File: config.mk
export PLATFORM = sky130hd
export DESIGN_NAME = dma_desc_engine
export DESIGN_NICKNAME = d
export VERILOG_FILES = /design/src/rtl/dma_desc_engine.sv
export SDC_FILE = /design/constraint.sdc
export NUM_CORES = 1
export LEC_CHECK = 0
export ABC_AREA = 1
export CORE_ASPECT_RATIO = 0.9
export CORE_UTILIZATION = 30
export DETAILED_ROUTE_END_ITERATION = 7
export GPL_TIMING_DRIVEN = 1
export PLACE_DENSITY = 0.55
export SETUP_SLACK_MARGIN = 0.2
export SKIP_CTS_REPAIR_TIMING = 1
export SYNTH_ARGS = -nofsm -noshare
export SYNTH_HDL_FRONTEND = slang
export SYNTH_SLANG_ARGS = --single-unit
File: constraint.sdc
create_clock -name clk -period 5.2 [get_ports clk]
set_clock_uncertainty 0.2 [all_clocks]
set_input_delay 0.78 -clock clk [delete_from_list [all_inputs] [get_ports clk]]
set_output_delay 0.78 -clock clk [all_outputs]
set_load 0.02 [all_outputs]
File: src/rtl/dma_desc_engine.sv
// Descriptor-driven DMA engine: doorbell -> descriptor MRd -> descriptor -> MWr TLP stream -> done.
// Payload words are fetched from a local buffer through a 2-entry skid FIFO feeding a registered output.
module dma_desc_engine #(
  parameter int          ADDR_W         = 8,
  parameter int          MAX_PAYLOAD_DW = 4,
  parameter logic [15:0] REQ_ID         = 16'h0100
) (
  input  logic              clk,
  input  logic              rst,
  input  logic              s_tvalid,
  output logic              s_tready,
  input  logic              s_tlast,
  input  logic [95:0]       s_tuser,
  input  logic [127:0]      s_tdata,
  output logic              m_tvalid,
  input  logic              m_tready,
  output logic              m_tlast,
  output logic [95:0]       m_tuser,
  output logic [31:0]       m_tdata,
  output logic              mem_rd_en,
  output logic [ADDR_W-1:0] mem_rd_addr,
  input  logic [31:0]       mem_rd_data,
  output logic              busy,
  output logic              done,
  output logic              err
);

  typedef enum logic [2:0] {S_IDLE, S_RDREQ, S_WAIT_DESC, S_WR_DATA, S_DONE} state_t;

  localparam int          NW        = 7;
  localparam logic [31:0] MAX_DW    = 32'(MAX_PAYLOAD_DW);
  localparam logic [32:0] BUF_WORDS = 33'(1) << ADDR_W;

  state_t            r_state;
  logic [7:0]        r_tag;
  logic              r_m_tvalid, r_m_tlast;
  logic [95:0]       r_m_tuser;
  logic [31:0]       r_m_tdata;
  logic              r_mem_rd_en, r_rd_vld;
  logic [ADDR_W-1:0] r_mem_rd_addr, r_rd_ptr;
  logic              r_done, r_err, r_final;
  logic [31:0]       r_len, r_fetched, r_ld_rem, r_cur_dst;
  logic [NW-1:0]     r_tlp_left, r_tlp_n;
  logic [31:0]       r_fifo [0:1];
  logic              r_fifo_wr, r_fifo_rd;
  logic [1:0]        r_fifo_cnt;

  logic              w_out_free, w_have_src, w_load, w_pop, w_push, w_issue, w_first;
  logic              w_desc_ok;
  logic [31:0]       w_word, w_len;
  logic [NW-1:0]     w_min, w_n, w_left;
  logic [2:0]        w_cnt_next;
  logic              w_unused_ok;

  assign w_unused_ok = ^{s_tuser, s_tdata[127:96]};

  always_comb begin
    w_out_free = !r_m_tvalid || m_tready;
    w_have_src = (r_fifo_cnt != 2'd0) || r_rd_vld;
    w_load     = (r_state == S_WR_DATA) && w_out_free && w_have_src;
    w_pop      = w_load && (r_fifo_cnt != 2'd0);
    // Read data bypasses the FIFO when it is empty and the output register is free.
    w_push     = r_rd_vld && !(w_load && (r_fifo_cnt == 2'd0));
    w_word     = (r_fifo_cnt != 2'd0) ? r_fifo[r_fifo_rd] : mem_rd_data;
    w_cnt_next = {1'b0, r_fifo_cnt} + {2'b00, w_push} - {2'b00, w_pop};
    // Reads still in flight after this edge plus FIFO contents may never exceed two.
    w_issue    = (r_state == S_WR_DATA) && (r_fetched < r_len) &&
                 ((w_cnt_next + {2'b00, r_mem_rd_en}) < 3'd2);
    w_min      = (r_ld_rem < MAX_DW) ? r_ld_rem[NW-1:0] : MAX_DW[NW-1:0];
    w_first    = (r_tlp_left == '0);
    w_n        = w_first ? w_min : r_tlp_n;
    w_left     = w_first ? w_min : r_tlp_left;
    w_len      = s_tdata[95:64];
    w_desc_ok  = (w_len != 32'd0) && ({1'b0, w_len} <= BUF_WORDS);
  end

  always_ff @(posedge clk) begin
    if (w_push) r_fifo[r_fifo_wr] <= mem_rd_data;
  end

  always_ff @(posedge clk) begin
    if (rst) begin
      r_state       <= S_IDLE;
      r_tag         <= 8'h00;
      r_m_tvalid    <= 1'b0;
      r_m_tlast     <= 1'b0;
      r_m_tuser     <= '0;
      r_m_tdata     <= '0;
      r_mem_rd_en   <= 1'b0;
      r_rd_vld      <= 1'b0;
      r_mem_rd_addr <= '0;
      r_rd_ptr      <= '0;
      r_done        <= 1'b0;
      r_err         <= 1'b0;
      r_final       <= 1'b0;
      r_len         <= '0;
      r_fetched     <= '0;
      r_ld_rem      <= '0;
      r_cur_dst     <= '0;
      r_tlp_left    <= '0;
      r_tlp_n       <= '0;
      r_fifo_wr     <= 1'b0;
      r_fifo_rd     <= 1'b0;
      r_fifo_cnt    <= '0;
    end else begin
      r_done      <= 1'b0;
      r_err       <= 1'b0;
      r_mem_rd_en <= w_issue;
      r_rd_vld    <= r_mem_rd_en;
      r_fifo_cnt  <= w_cnt_next[1:0];
      if (w_push) r_fifo_wr <= ~r_fifo_wr;
      if (w_pop)  r_fifo_rd <= ~r_fifo_rd;
      if (w_issue) begin
        r_mem_rd_addr <= r_rd_ptr;
        r_rd_ptr      <= r_rd_ptr + ADDR_W'(1);
        r_fetched     <= r_fetched + 32'd1;
      end
      case (r_state)
        S_IDLE: if (s_tvalid) begin
          if (!s_tlast) begin
            r_err <= 1'b1;
          end else begin
            r_m_tvalid <= 1'b1;
            r_m_tlast  <= 1'b1;
            r_m_tuser  <= {32'h0, REQ_ID, r_tag, 8'hFF, 32'h0000_0004};
            r_m_tdata  <= s_tdata[31:0];
            r_state    <= S_RDREQ;
          end
        end
        S_RDREQ: if (m_tready) begin
          r_m_tvalid <= 1'b0;
          r_state    <= S_WAIT_DESC;
        end
        S_WAIT_DESC: if (s_tvalid) begin
          if (!s_tlast) begin
            r_err <= 1'b1;
          end else if (!w_desc_ok) begin
            r_err   <= 1'b1;
            r_tag   <= r_tag + 8'd1;
            r_state <= S_IDLE;
          end else begin
            // First fetch is issued on the acceptance edge to keep first-beat latency at two cycles.
            r_state       <= S_WR_DATA;
            r_len         <= w_len;
            r_ld_rem      <= w_len;
            r_cur_dst     <= s_tdata[63:32];
            r_mem_rd_en   <= 1'b1;
            r_mem_rd_addr <= s_tdata[ADDR_W-1:0];
            r_rd_ptr      <= s_tdata[ADDR_W-1:0] + ADDR_W'(1);
            r_fetched     <= 32'd1;
            r_tlp_left    <= '0;
            r_final       <= 1'b0;
          end
        end
        S_WR_DATA: begin
          if (w_load) begin
            r_m_tvalid <= 1'b1;
            r_m_tdata  <= w_word;
            r_m_tlast  <= (w_left == NW'(1));
            r_m_tuser  <= {r_cur_dst, REQ_ID, r_tag, 8'hFF, 8'h40, 14'h0, 10'(w_n)};
            r_tlp_left <= w_left - NW'(1);
            r_tlp_n    <= w_n;
            r_ld_rem   <= r_ld_rem - 32'd1;
            r_final    <= (r_ld_rem == 32'd1);
            if (w_left == NW'(1)) r_cur_dst <= r_cur_dst + {23'h0, w_n, 2'b00};
          end else if (r_m_tvalid && m_tready) begin
            r_m_tvalid <= 1'b0;
          end
          if (r_m_tvalid && m_tready && r_final) begin
            r_state <= S_DONE;
            r_done  <= 1'b1;
          end
        end
        S_DONE: begin
          r_tag   <= r_tag + 8'd1;
          r_state <= S_IDLE;
        end
        default: r_state <= S_IDLE;
      endcase
    end
  end

  assign s_tready    = (r_state == S_IDLE) || (r_state == S_WAIT_DESC);
  assign m_tvalid    = r_m_tvalid;
  assign m_tlast     = r_m_tlast;
  assign m_tuser     = r_m_tuser;
  assign m_tdata     = r_m_tdata;
  assign mem_rd_en   = r_mem_rd_en;
  assign mem_rd_addr = r_mem_rd_addr;
  assign busy        = (r_state != S_IDLE);
  assign done        = r_done;
  assign err         = r_err;

endmodule

==> impl_metrics.ini <==
[setup_path]
r2r-end = r_fetched[6]$_SDFF_PP0_
r2r_start = r_fifo_cnt[1]$_SDFF_PP0_
path_class = input port to flip-flop
cp-startpoint = m_tready
start_kind = input port
reg2reg_slack_ps = 1080
r2r_cells = 22
endpoint = r_fetched[6]$_SDFF_PP0_
crit_fanout = 48
end_kind = flip-flop
cp_data_required_time_ps = 5440
critPathArrivalTime_ps = 4650

[clock_network]
cts_sinks = 326
cts_tree = yes
h-tree-depth = 2
cts_made_buffers = 39
clk_path_buf_depth = 3
path_clk_slew_ps = 50
cts-root-buf = clkbuf_16
worst_skew_pair.late_latency_ps = 570

[die]
rows = 82
start_util_pct = 30.6
coreArea_sq_mm = 0.0561
die_w_um = 254
dieArea_sq_mm = 0.0581
die_h_um = 229
ios = 404

[synth]
async_flop_share_pct = 0
syn_inst = 2393
synthXorXnorAreaFrac_pct = 3.57
synth_compound_area_share_pct = 13.4
synth-seq-area-share_pct = 41.8
syn-cell-area_sq_mm = 0.0172
synth_top_family_by_area = simple AND/OR/NAND/NOR gates
yosysWarningCount = 0
synthSimpleGateAreaFrac_pct = 26.9
synth_fa_ha_area_share_pct = 3.81
synth_mux_area_share_pct = 0.0584
synth_top_area_share_pct = 30.6
syn_area_per_cell_sq_um = 7.17
yosys-top-cells-area = dfxtp_1 31%, nand2_1 14%, edfxtp_1 11%
yosysTopAreaCell = dfxtp_1
synth_seq_cells = 326
yosysUniqueCellTypes = 45
synth_edf_count = 64
synth_flop_cell = dfxtp_1

[routing]
via_count = 15800
final_antenna_net_count = 0
via_per_inst = 4.71
wire_per_inst_um = 15.6
post-route-drc-count = 0
firstDrtPassIters = 5
routed_wl_um = 52400
drtIter0Drc = 946

[min_path]
hold_depth = 2
min_path_type = flip-flop to flip-flop
hp-start = r_tlp_n[4]$_SDFFE_PP0P_

[global_route]
grt_max_degree = 82
grt_pass1_vias = 15200
grt_usage_pct = 17.9
antenna_found_initial = 1
grt_pass1_wl_um = 83200
overflow = 0

[place]
io_buffers = 236
dpl.hpwl_um = 36000
place_inst = 3290
gp_congestion = 0.901
place_ws_ps = 206

[finish]
layout_common_cells = 617 x nand2_1, 261 x dfxtp_1, 247 x nor2_1, 242 x inv_1, 235 x clkdlybuf4s50_1
stdcell_count = 3359
multi_input_area_sq_mm = 0.00836
layout-drive-gt1-share_pct = 4.77
final_common_cell = nand2_1
area_growth_pct = 23.8
ff_latch_area_sq_mm = 0.00717
fill_cells = 5881
nNetsFinal = 2887

[power]
vdd_drop_max_mv = 0.194
power_density_mw_per_mm2 = 329
p_leak_nw = 8.47

[sta]
tightest_slew_ps = 1130
period_minus_slack_ps = 4400
max_slew_margin_pct = 24.8
slew_viol_final = 0
setup_slack_ps = 798
clock.fmax_mhz = 227
grt_setup_unrepaired = false
finalSetupViolations = 0
finalCritPeriodShare_pct = 84.6
setup_tns_ps = 0
finalHoldViolCount = 0

[job]
max_cap_violations = 0

[status]
status = finished, final reports clean
## state kept, by name, summed over array words and instances, names as in the netlist, 8 cells and up, named ones only
name and count:
r_len 32, r_ld_rem 32, mem_rd_addr 8, m_tuser 49, r_fifo 64, r_cur_dst 32, r_rd_ptr 8, r_tag 8
m_tdata 32, r_fetched 32
## routing by layer
metal / vias to the layer above / global-route usage, % / share of wire, %
li1: 8053 / - / -
met1: 7366 / 25.5 / 49
met2: 353 / 27.1 / 43
met3: 49 / 4.03 / 6.3
met4: 0 / 4.63 / 1.7
met5: - / 0 / 0
## stage by stage
stage	cell area [sq um]	hold WS [ps]	util (%)	power (W)
floorplan	17300	223	-	0.00378
global placement	20000	227	35.5	0.00425
detailed placement	20000	236	35.5	0.00426
CTS	21200	246	37.8	0.00708
global route	21200	257	37.8	0.00734
finish	21200	241	37.8	0.00699
## how the worst min path moves through the flow
stage | end | slack, ps
2_1_floorplan | r_tlp_n[3]$_SDFFE_PP0P_ | 220
3_3_place_gp | flip-flop | 230
3_5_place_dp | flip-flop | 240
4_1_cts | r_tlp_n[4]$_SDFFE_PP0P_ | 250
5_1_grt | r_tlp_n[3]$_SDFFE_PP0P_ | 260
6_report | r_tlp_n[4]$_SDFFE_PP0P_ | 240
## worst max-delay path: stages
cell and delay, ps:
clkdlybuf4s50_1 530, nor2_1 70, nor2_1 250, nand2_1 150, nor2_1 230, ha_1 280
inv_1 60, ha_1 150, fa_1 430, ha_1 320, nor2_1 90, nand3_1 80
nor2_1 140, nand3_1 130, nor2_2 200, nand2_2 90, buf_4 300, nor2_1 190
nand2_1 60, nand2_1 60, a21oi_1 40
## power by group
part | internal, W | total, W | switching [W]
Sequential | 0.00266 | 0.00273 | 0.0000716
Combinational | 0.000548 | 0.00148 | 0.000936
Clock | 0.00165 | 0.00277 | 0.00112
Total | 0.00485 | 0.00699 | 0.00213
## logic make-up (layout without fill, tap and decap cells)
group / Yosys count / after routing
other: 1 / 40
muxes: 1 / 1
DFF: 326 / 326
and+or+nand+nor: 1109 / 1109
adders and majority gates: 51 / 51
AOI/OAI and AO/OA: 429 / 429
xor gates and xnor gates: 70 / 70
buffers and inverters: 406 / 577
## synth_stat cells (27+ instances only)
cell type and count:
nor3_1 32, buf_2 27, o21ai_0 138, dfxtp_1 262, a21oi_1 219, buf_4 54, edfxtp_1 64, nand4_1 34
a211oi_1 44, clkbuf_1 64, nor2_1 250, nand3_1 128, inv_1 244, xor2_1 45, ha_1 49, nand2_1 617
## cell type report
type	count	share of cell area [%]
clock buffers	56	5.27
flip-flops and latches	326	33.8
repair buffers	256	11.9
inverters	253	4.48
clock inverters	12	0.760
diodes	1	0.0118
multi-input cells	1699	39.4
well taps	756	4.45
Power figures use the tool's default switching activity.
